===== src/rtl/control_unit_pkg.sv =====
// Shared types for the core sequencer: states, opcodes, flags
// and the datapath control bundle with its idle value.
package control_signals;

  typedef enum logic [3:0] {
    OP_ALU  = 4'd0,
    OP_SH   = 4'd1,
    OP_LD   = 4'd2,
    OP_ST   = 4'd3,
    OP_LDI  = 4'd4,
    OP_B    = 4'd5,
    OP_ADDI = 4'd6,
    OP_AIPC = 4'd7
  } op_t;

  typedef enum logic [3:0] {
    s_reset, s_fetch, s_alu, s_sh, s_ld, s_st,
    s_ldi, s_b, s_addi, s_aipc, s_ill
  } ctrl_state_t;

  typedef struct packed {
    logic n;
    logic z;
    logic c;
  } flags_t;

  typedef enum logic {PCA_ONE, PCA_IR_IMM} pc_adder_sel_t;
  typedef enum logic {PCIN_ADDER, PCIN_SR1OUT} pc_in_sel_t;
  typedef enum logic [1:0] {
    REGIN_ALU_OUT, REGIN_IR_IMM, REGIN_VRAM_OUT
  } reg_in_sel_t;
  typedef enum logic {ALU1_SR1OUT, ALU1_PC} alu_in1_sel_t;
  typedef enum logic [1:0] {
    ALU2_SR2OUT, ALU2_SIMM4, ALU2_SIMM8
  } alu_in2_sel_t;
  typedef enum logic {SR1A_IR_SR1, SR1A_IR_DR} sr1addr_sel_t;
  typedef enum logic {SR2A_IR_SR2, SR2A_IR_DR} sr2addr_sel_t;
  typedef enum logic {VA_ALU_OUT, VA_SR1OUT} vram_addr_sel_t;

  typedef struct packed {
    logic           ld_ir;
    logic           ld_pc;
    logic           reg_w;
    logic           ld_flags;
    logic           rom_active;
    logic           vram_active;
    logic           vram_w;
    pc_adder_sel_t  sel_pc_adder;
    pc_in_sel_t     sel_pc_in;
    reg_in_sel_t    sel_reg_in;
    alu_in1_sel_t   sel_alu_in1;
    alu_in2_sel_t   sel_alu_in2;
    sr1addr_sel_t   sel_sr1addr;
    sr2addr_sel_t   sel_sr2addr;
    vram_addr_sel_t sel_vram_addr;
  } ctrl_t;

  localparam ctrl_t CTRL_DEFAULT = '{
    ld_ir:         1'b0,
    ld_pc:         1'b0,
    reg_w:         1'b0,
    ld_flags:      1'b0,
    rom_active:    1'b0,
    vram_active:   1'b0,
    vram_w:        1'b0,
    sel_pc_adder:  PCA_ONE,
    sel_pc_in:     PCIN_ADDER,
    sel_reg_in:    REGIN_ALU_OUT,
    sel_alu_in1:   ALU1_SR1OUT,
    sel_alu_in2:   ALU2_SR2OUT,
    sel_sr1addr:   SR1A_IR_SR1,
    sel_sr2addr:   SR2A_IR_SR2,
    sel_vram_addr: VA_ALU_OUT
  };

endpackage


===== src/rtl/control_unit_decode.sv =====
// Opcode to execute-state lookup; unknown opcodes trap to s_ill.
module control_decode
  import control_signals::*;
(
  input  logic [3:0]  i_op,
  output ctrl_state_t o_state
);

  always_comb begin
    o_state = s_ill;
    case (i_op)
      OP_ALU:  o_state = s_alu;
      OP_SH:   o_state = s_sh;
      OP_LD:   o_state = s_ld;
      OP_ST:   o_state = s_st;
      OP_LDI:  o_state = s_ldi;
      OP_B:    o_state = s_b;
      OP_ADDI: o_state = s_addi;
      OP_AIPC: o_state = s_aipc;
      default: o_state = s_ill;
    endcase
  end

endmodule


===== src/rtl/control_unit.sv =====
// Core sequencer: state register plus the per-state datapath
// control mux, stalling on ROM/VRAM ready handshakes.
module control_unit
  import control_signals::*;
#(
  parameter int IW = 16
) (
  input  logic          clk,
  input  logic          rst,
  input  logic [IW-1:0] rom_data,
  input  logic          rom_ready,
  input  logic [IW-1:0] ir,
  input  flags_t        flags,
  input  logic          vram_ready,
  output ctrl_t         ctrl,
  output ctrl_state_t   state,
  output logic          ill
);

  ctrl_state_t r_state;
  ctrl_state_t w_next;
  ctrl_state_t w_dec;
  logic [2:0]  w_mask;
  logic        w_ind;
  logic        w_taken;
  logic        w_unused;

  control_decode u_dec (
    .i_op    (rom_data[IW-1:IW-4]),
    .o_state (w_dec)
  );

  assign w_mask   = ir[IW-5:IW-7];
  assign w_ind    = ir[IW-8];
  // mask bits line up with {n,z,c}; empty mask is unconditional
  assign w_taken  = (w_mask == 3'b000) || ((w_mask & flags) != 3'b000);
  assign w_unused = ^{rom_data[IW-5:0], ir[IW-9:0]};

  always_ff @(posedge clk) begin
    if (rst) r_state <= s_reset;
    else     r_state <= w_next;
  end

  always_comb begin
    w_next = r_state;
    ctrl   = CTRL_DEFAULT;
    unique case (r_state)
      s_reset: w_next = s_fetch;
      s_fetch: begin
        ctrl.rom_active = 1'b1;
        if (rom_ready) begin
          ctrl.ld_ir        = 1'b1;
          ctrl.ld_pc        = 1'b1;
          ctrl.sel_pc_adder = PCA_ONE;
          ctrl.sel_pc_in    = PCIN_ADDER;
          w_next            = w_dec;
        end
      end
      s_alu, s_sh: begin
        ctrl.reg_w       = 1'b1;
        ctrl.sel_reg_in  = REGIN_ALU_OUT;
        ctrl.sel_alu_in1 = ALU1_SR1OUT;
        ctrl.sel_alu_in2 =
          (r_state == s_sh) ? ALU2_SIMM4 : ALU2_SR2OUT;
        ctrl.ld_flags    = 1'b1;
        w_next           = s_fetch;
      end
      s_addi: begin
        ctrl.sel_sr1addr = SR1A_IR_DR;
        ctrl.sel_alu_in2 = ALU2_SIMM8;
        ctrl.reg_w       = 1'b1;
        ctrl.sel_reg_in  = REGIN_ALU_OUT;
        ctrl.ld_flags    = 1'b1;
        w_next           = s_fetch;
      end
      s_aipc: begin
        ctrl.sel_alu_in1 = ALU1_PC;
        ctrl.sel_alu_in2 = ALU2_SIMM8;
        ctrl.reg_w       = 1'b1;
        ctrl.sel_reg_in  = REGIN_ALU_OUT;
        w_next           = s_fetch;
      end
      s_ldi: begin
        ctrl.reg_w      = 1'b1;
        ctrl.sel_reg_in = REGIN_IR_IMM;
        w_next          = s_fetch;
      end
      s_ld: begin
        ctrl.vram_active   = 1'b1;
        ctrl.sel_vram_addr = VA_SR1OUT;
        ctrl.sel_reg_in    = REGIN_VRAM_OUT;
        if (vram_ready) begin
          ctrl.reg_w = 1'b1;
          w_next     = s_fetch;
        end
      end
      s_st: begin
        ctrl.vram_active   = 1'b1;
        ctrl.vram_w        = 1'b1;
        ctrl.sel_vram_addr = VA_SR1OUT;
        ctrl.sel_sr2addr   = SR2A_IR_DR;
        if (vram_ready) w_next = s_fetch;
      end
      s_b: begin
        if (w_taken) begin
          ctrl.ld_pc = 1'b1;
          if (w_ind) begin
            ctrl.sel_pc_in = PCIN_SR1OUT;
          end else begin
            ctrl.sel_pc_adder = PCA_IR_IMM;
            ctrl.sel_pc_in    = PCIN_ADDER;
          end
        end
        w_next = s_fetch;
      end
      s_ill:   w_next = s_ill;
      default: w_next = s_reset;
    endcase
  end

  assign state = r_state;
  assign ill   = (r_state == s_ill);

endmodule

===== config.mk =====
export PLATFORM = sky130hd
export DESIGN_NAME = control_unit
export DESIGN_NICKNAME = d
export VERILOG_FILES = /design/src/rtl/control_unit_pkg.sv /design/src/rtl/control_unit_decode.sv /design/src/rtl/control_unit.sv
export SDC_FILE = /design/constraint.sdc
export NUM_CORES = 1
export LEC_CHECK = 0
export ABC_AREA = 1
export CELL_PAD_IN_SITES_DETAIL_PLACEMENT = 0
export CELL_PAD_IN_SITES_GLOBAL_PLACEMENT = 1
export CORE_ASPECT_RATIO = 1.4
export CORE_MARGIN = 1.5
export CORE_UTILIZATION = 15
export DETAILED_ROUTE_END_ITERATION = 8
export PLACE_DENSITY = 0.81
export SKIP_CTS_REPAIR_TIMING = 1
export SYNTH_ARGS = -nofsm -noshare
export SYNTH_HDL_FRONTEND = slang
export SYNTH_SLANG_ARGS = --single-unit

===== constraint.sdc =====
create_clock -name clk -period 1.89 [get_ports clk]
set_clock_uncertainty 0.1 [all_clocks]
set_input_delay 0.378 -clock clk [delete_from_list [all_inputs] [get_ports clk]]
set_output_delay 0.378 -clock clk [all_outputs]
set_load 0.01 [all_outputs]

==> impl_metrics.csv, run 1 <==
group,metric,value,unit
global_route,grt_max_degree,7,
clocking,cts-buffers-inserted,3,
clocking,cts_buffer_depth,2,
floorplanning,initial_core_util,15.7,%
floorplanning,core-area,3090,µm²
synth,yosysWarningCount,0,
sta,finalCritPeriodShare,97.7,%
critical_path,critPathKind,"in2out",
sta,fmax,542,MHz
synth,synthDistinctLibCells,22,
global_route,grt_pass1_wl,2.66,mm
detailed_routing,drtIter0Drc,7,
clocking,insertion_delay,0.21,ns
clocking,cts_root_buf,"clkbuf_8",
critical_path,crit_arrival,1.37,ns
cells_and_area,layout.nets,180,
floorplanning,dieArea,3590,µm²
global_route,gr-total-overflow,0,
clocking,clk_pin_slew,0.03,ns
power,p_leak,0.794,nW
sta,grt_setup_unrepaired,"yes",
power,finalPower,1.36,mW
critical_path,startpoint_type,"input port",
sta,final.min_clock_period,1.85,ns
cells_and_area,area_delta_synth_final,131,%
cells_and_area,final_common_cell,"buf_4",
synth,ys_seq_elements,4,
floorplanning,fp-row-count,24,
synth,yosys.area.top_type,"dfxtp_1",
clocking,htreeDepth,1,
outcome,status,"finished clean",
global_route,grt_most_used_layer,"met2",
cells_and_area,fillers,329,
floorplanning,dieHeight,70.3,µm
cells_and_area,antenna_cells,0,
sta,worst_pin_slew,0.252,ns
sta,setup_slack,0.0442,ns
cells_and_area,drive_gt1_share,36.2,%
cells_and_area,postLayoutCellArea,1120,µm²
placed_design,portBuffers,36,
synth,yosysSeqAreaShare,16.5,%
placed_design,dp_slack,-0.339,ns
cells_and_area,final_cell_mix,"20 x buf_4, 17 x clkdlybuf4s50_1, 17 x dlymetal6s2s_1, 16 x nor2_1, 12 x nand2_1",
clocking,cts_tree,"built",
detailed_routing,drc,0,
synth,postSynthCellCount,82,
floorplanning,die_w,51.1,µm
detailed_routing,post_drt_wl_per_cell,8.95,µm
placed_design,hpwlAfterDp,1.37,mm
placed_design,place_area,1010,µm²
global_route,antenna_found_initial,0,
synth,synthesis.nets,122,
critical_path,cp_max_fo,3,
critical_path,setup.worst_path.end_class,"output port",
sta,drv_slew,0,
critical_path,r2r_end,"state[0]$_SDFFE_PP0P_",
sta,finalHoldViolations,0,
detailed_routing,num_vias,680,
critical_path,startpoint,"ir[9]",
critical_path,crit_path_end,"ctrl[8]",
global_route,grtUsageMet1,8.70,%
hold_path,min_path_type,"reg2reg",
synth,synth_area_per_cell,5.92,µm²
job,maxCapViolCount,0,
global_route,met2_usage,19.0,%
synth,yosys-top-cells-area,"dfxtp_1 16%, nor2_1 15%, nand2_1 10%",
power,power_per_cell_area,1210,nW/µm²
cells_and_area,post-route-util,36.2,%
clocking,cts.sinks,4,
global_route,grt_pass1_vias,696,
critical_path,rr_startpoint,"state[2]$_SDFFE_PP0P_",
critical_path,cp_data_required_time,1.41,ns
sta,finalSetupTns,0,ns
critical_path,r2r_cells,8,
synth,synth_area,485,µm²
sta,report.final.setup_viol,0,
sta,maxSlewHeadroom,83.0,%
cells_and_area,largest_reg_flops,4,
floorplanning,ioPinCount,61,
global_route,grt_usage,9.60,%
synth,yosysTopAreaCellShare,16.5,%
power,vdd_ir_drop_max,0.000546,V
critical_path,reg2reg_setup_slack,0.60,ns
placed_design,routabilityCongestion,0.788,
detailed_routing,totalWireLength,1.59,mm
detailed_routing,dr.pass1.iters,4,
detailed_routing,avgViaCountPerCell,3.84,
global_route,grt_use_met3,0.641,%
detailed_routing,ant_nets,0,
==> cell usage after synthesis <==
cell / count
o21ai_2: 1
inv_4: 1
nand3_4: 1
o21ai_1: 3
nand2_1: 13
nor2_1: 19
nor2_4: 2
nor2_8: 1
inv_2: 5
nor2_2: 1
nand3_1: 7
dfxtp_1: 4
nor3_1: 3
nand2_2: 3
ha_1: 1
o22ai_1: 1
buf_6: 1
inv_1: 10
buf_4: 2
o21ai_0: 1
a21oi_1: 1
o2111ai_1: 1
==> metrics by stage <==
step | instances | hold slack (ns)
after global routing | 177 | 0.636
final | 177 | 0.579
after floorplan | 82 | 0.350
after CTS | 176 | 0.601
after global placement | 173 | 0.583
after detailed placement | 173 | 0.593
==> critical path, stage by stage <==
cell	delay, ns
clkdlybuf4s50_1	0.44
nor3_2	0.21
o21ai_2	0.10
nor2_1	0.09
dlymetal6s2s_1	0.16
==> final cells by class <==
type | instances | area (µm²) | area share (%)
Clock buffer | 3 | 41.3 | 3.69
Inverter | 16 | 62.6 | 5.59
Multi-Input combinational cell | 59 | 340 | 30.4
Sequential cell | 4 | 83.8 | 7.49
Tap cell | 39 | 48.8 | 4.36
Timing Repair Buffer | 56 | 543 | 48.5
==> power by group <==
part / switching, mW / internal, mW / leakage (nW)
Clock: 0.0397 / 0.135 / 0.0216
Sequential: 0.0343 / 0.123 / 0.0339
Combinational: 0.488 / 0.538 / 0.738
==> how the worst min path moves through the flow <==
stage	startpoint	end	slack [ns]	cells after the start
finish	state[3]$_SDFFE_PP0P_	state[0]$_SDFFE_PP0P_	0.58	5
global route	rst	state[2]$_SDFFE_PP0P_	0.64	2
CTS	state[3]$_SDFFE_PP0P_	state[0]$_SDFFE_PP0P_	0.60	5
detailed placement	state[3]$_SDFFE_PP0P_	state[0]$_SDFFE_PP0P_	0.59	5
global placement	state[3]$_SDFFE_PP0P_	state[0]$_SDFFE_PP0P_	0.58	5
floorplan	rst	state[2]$_SDFFE_PP0P_	0.35	1
==> kinds of logic (layout without fill, tap and decap cells) <==
group                    after synthesis  in the layout  share of synthesized area [%]
AND/OR/NAND/NOR                       50             50                           52.6
buffers and inverters                 19             75                           18.3
AO/OA/AOI/OAI                          8              8                           10.1
flip-flops                             4              4                           16.5
adder cells (fa/ha/maj)                1              1                           2.58
==> metal layers <==
layer / wire, µm / part of all wire, %
met1: 602 / 38
met3: 73 / 4.6
met2: 884 / 56
met5: 0 / 0
met4: 24 / 1.5
Power figures use the tool's default switching activity.
==> run 2, diff against run 1 <==
--- a/config.mk
+++ b/config.mk
@@ -6,6 +6,7 @@
 export NUM_CORES = 1
 export LEC_CHECK = 0
 export ABC_AREA = 1
+export CAP_MARGIN = 15
 export CELL_PAD_IN_SITES_DETAIL_PLACEMENT = 0
 export CELL_PAD_IN_SITES_GLOBAL_PLACEMENT = 1
 export CORE_ASPECT_RATIO = 1.4
==> results of run 2 <==
Final layout, timing and power as in run 1 (identical DEF).
==> run 3, diff against run 2 <==
--- a/config.mk
+++ b/config.mk
@@ -9,11 +9,12 @@
 export CAP_MARGIN = 15
 export CELL_PAD_IN_SITES_DETAIL_PLACEMENT = 0
 export CELL_PAD_IN_SITES_GLOBAL_PLACEMENT = 1
-export CORE_ASPECT_RATIO = 1.4
+export CORE_ASPECT_RATIO = 1.1
 export CORE_MARGIN = 1.5
-export CORE_UTILIZATION = 15
+export CORE_UTILIZATION = 16
+export CTS_BUF_LIST = sky130_fd_sc_hd__clkbuf_4
 export DETAILED_ROUTE_END_ITERATION = 8
-export PLACE_DENSITY = 0.81
+export PLACE_DENSITY = 0.86
 export SKIP_CTS_REPAIR_TIMING = 1
 export SYNTH_ARGS = -nofsm -noshare
 export SYNTH_HDL_FRONTEND = slang
==> impl_metrics.csv, run 3 (synthesized netlist as in run 1, its figures left out) <==
group,metric,value,unit
cells_and_area,multiInputGateArea,335,µm²
clocking,clk_pin_slew,0.04,ns
job,maxCapViolCount,0,
sta,fmax,550,MHz
cells_and_area,area_delta_synth_final,123,%
cells_and_area,post-route-util,38.2,%
cells_and_area,final_cell_mix,"18 x nor2_1, 17 x clkdlybuf4s50_1, 17 x dlymetal6s2s_1, 17 x buf_4, 12 x nand2_1",
floorplanning,dieArea,3370,µm²
sta,finalCritPeriodShare,96.2,%
power,p_leak,0.780,nW
power,vdd_ir_drop_max,0.000540,V
clocking,cts_buffer_depth,2,
sta,maxSlewHeadroom,86.1,%
detailed_routing,drc,0,
placed_design,portBuffers,36,
critical_path,setup.worst_path.end_class,"output port",
power,power_per_cell_area,1190,nW/µm²
clocking,htreeDepth,1,
critical_path,critPathKind,"in2out",
outcome,status,"finished clean",
cells_and_area,antenna_cells,0,
clocking,cts-buffers-inserted,3,
critical_path,cp_data_required_time,1.41,ns
global_route,grt_pass1_vias,614,
detailed_routing,avgViaCountPerCell,4.08,
clocking,cts_tree,"built",
detailed_routing,post_drt_wl_per_cell,9.11,µm
placed_design,routabilityCongestion,0.782,
cells_and_area,drive_gt1_share,33.3,%
placed_design,hpwlAfterDp,1.30,mm
clocking,insertion_delay,0.24,ns
critical_path,startpoint_type,"input port",
cells_and_area,final_common_cell,"nor2_1",
global_route,grt_usage,9.13,%
cells_and_area,seq_area,83.8,µm²
detailed_routing,ant_nets,0,
sta,drv_slew,0,
detailed_routing,drtIter0Drc,12,
global_route,grt_max_degree,7,
clocking,cts.sinks,4,
floorplanning,core-area,2830,µm²
cells_and_area,largest_reg_flops,4,
floorplanning,dieHeight,60.8,µm
clocking,cts_root_buf,"clkbuf_4",
sta,final.min_clock_period,1.82,ns
hold_path,min_path_type,"reg2reg",
cells_and_area,layout.nets,177,
floorplanning,die_w,55.5,µm
floorplanning,initial_core_util,17.2,%
sta,worst_pin_slew,0.206,ns
sta,finalHoldViolations,0,
detailed_routing,dr.pass1.iters,4,
critical_path,crit_arrival,1.34,ns
sta,grt_setup_unrepaired,"yes",
floorplanning,fp-row-count,20,
critical_path,cp_max_fo,3,
sta,report.final.setup_viol,0,
sta,finalSetupTns,0,ns
global_route,grt_pass1_wl,2.46,mm
detailed_routing,totalWireLength,1.53,mm
floorplanning,ioPinCount,61,
detailed_routing,num_vias,685,
global_route,antenna_found_initial,0,
global_route,gr-total-overflow,0,
cells_and_area,fillers,302,
-- run 3: cell count changes in the layout (fill, tap and decap cells not counted), moves of 2 or more --
cell / previous run / this run
nor2_2: 4 / 2
buf_4: 20 / 17
nor2_1: 16 / 18
clkbuf_4: 0 / 3
clkbuf_8: 3 / 0
-- run 3: area by class of cell --
type,count,share of cell area (%)
flip-flops and latches,4,7.75
well taps,33,3.82
inverters,16,5.79
repair buffers,53,49.5
clock buffers,3,2.08
multi-input cells,59,31.0
-- run 3: path summary, 6_finish.rpt --
kind	start	to	slack, ns	cells past startpoint
min reg2reg	state[0]$_SDFFE_PP0P_	state[0]$_SDFFE_PP0P_	0.58	5
max reg2reg	state[2]$_SDFFE_PP0P_	state[3]$_SDFFE_PP0P_	0.53	8
min	state[0]$_SDFFE_PP0P_	state[0]$_SDFFE_PP0P_	0.58	5
max	ir[10]	ctrl[9]	0.07	5
-- run 3: layer usage --
metal	global-route usage, %	wire length, µm	share of wire (%)
met5	0	0	0
met4	5.23	20	1.3
met3	1.49	83	5.4
met2	17.5	821	54
met1	9.66	606	40
-- run 3: report_power, final --
group	switching (mW)	internal, mW	leakage [nW]	total, mW
sequential	0.0415	0.123	0.0339	0.164
clock	0.0387	0.0713	0.0138	0.110
combinational	0.478	0.531	0.732	1.01
-- run 3: stage by stage --
| step | instance area (µm²) | power [mW] | std cells | setup WS (ns) | hold slack [ns] |
|---|---|---|---|---|---|
| 4_1_cts | 1020 | 1.29 | 167 | -0.354 | 0.598 |
| 2_1_floorplan | 485 | 0.640 | 82 | 0.368 | 0.350 |
| 3_3_place_gp | 993 | 1.16 | 164 | -0.323 | 0.593 |
| 5_1_grt | 1080 | 1.39 | 168 | -0.00627 | 0.615 |
| 6_report | 1080 | 1.28 | 168 | 0.0723 | 0.581 |
| 3_5_place_dp | 993 | 1.18 | 164 | -0.352 | 0.591 |
-- run 3: worst max-delay path, stage by stage --
cell	delay (ns)
clkdlybuf4s50_1	0.43
nor3_2	0.19
o21ai_2	0.10
nor2_1	0.08
dlymetal6s2s_1	0.16
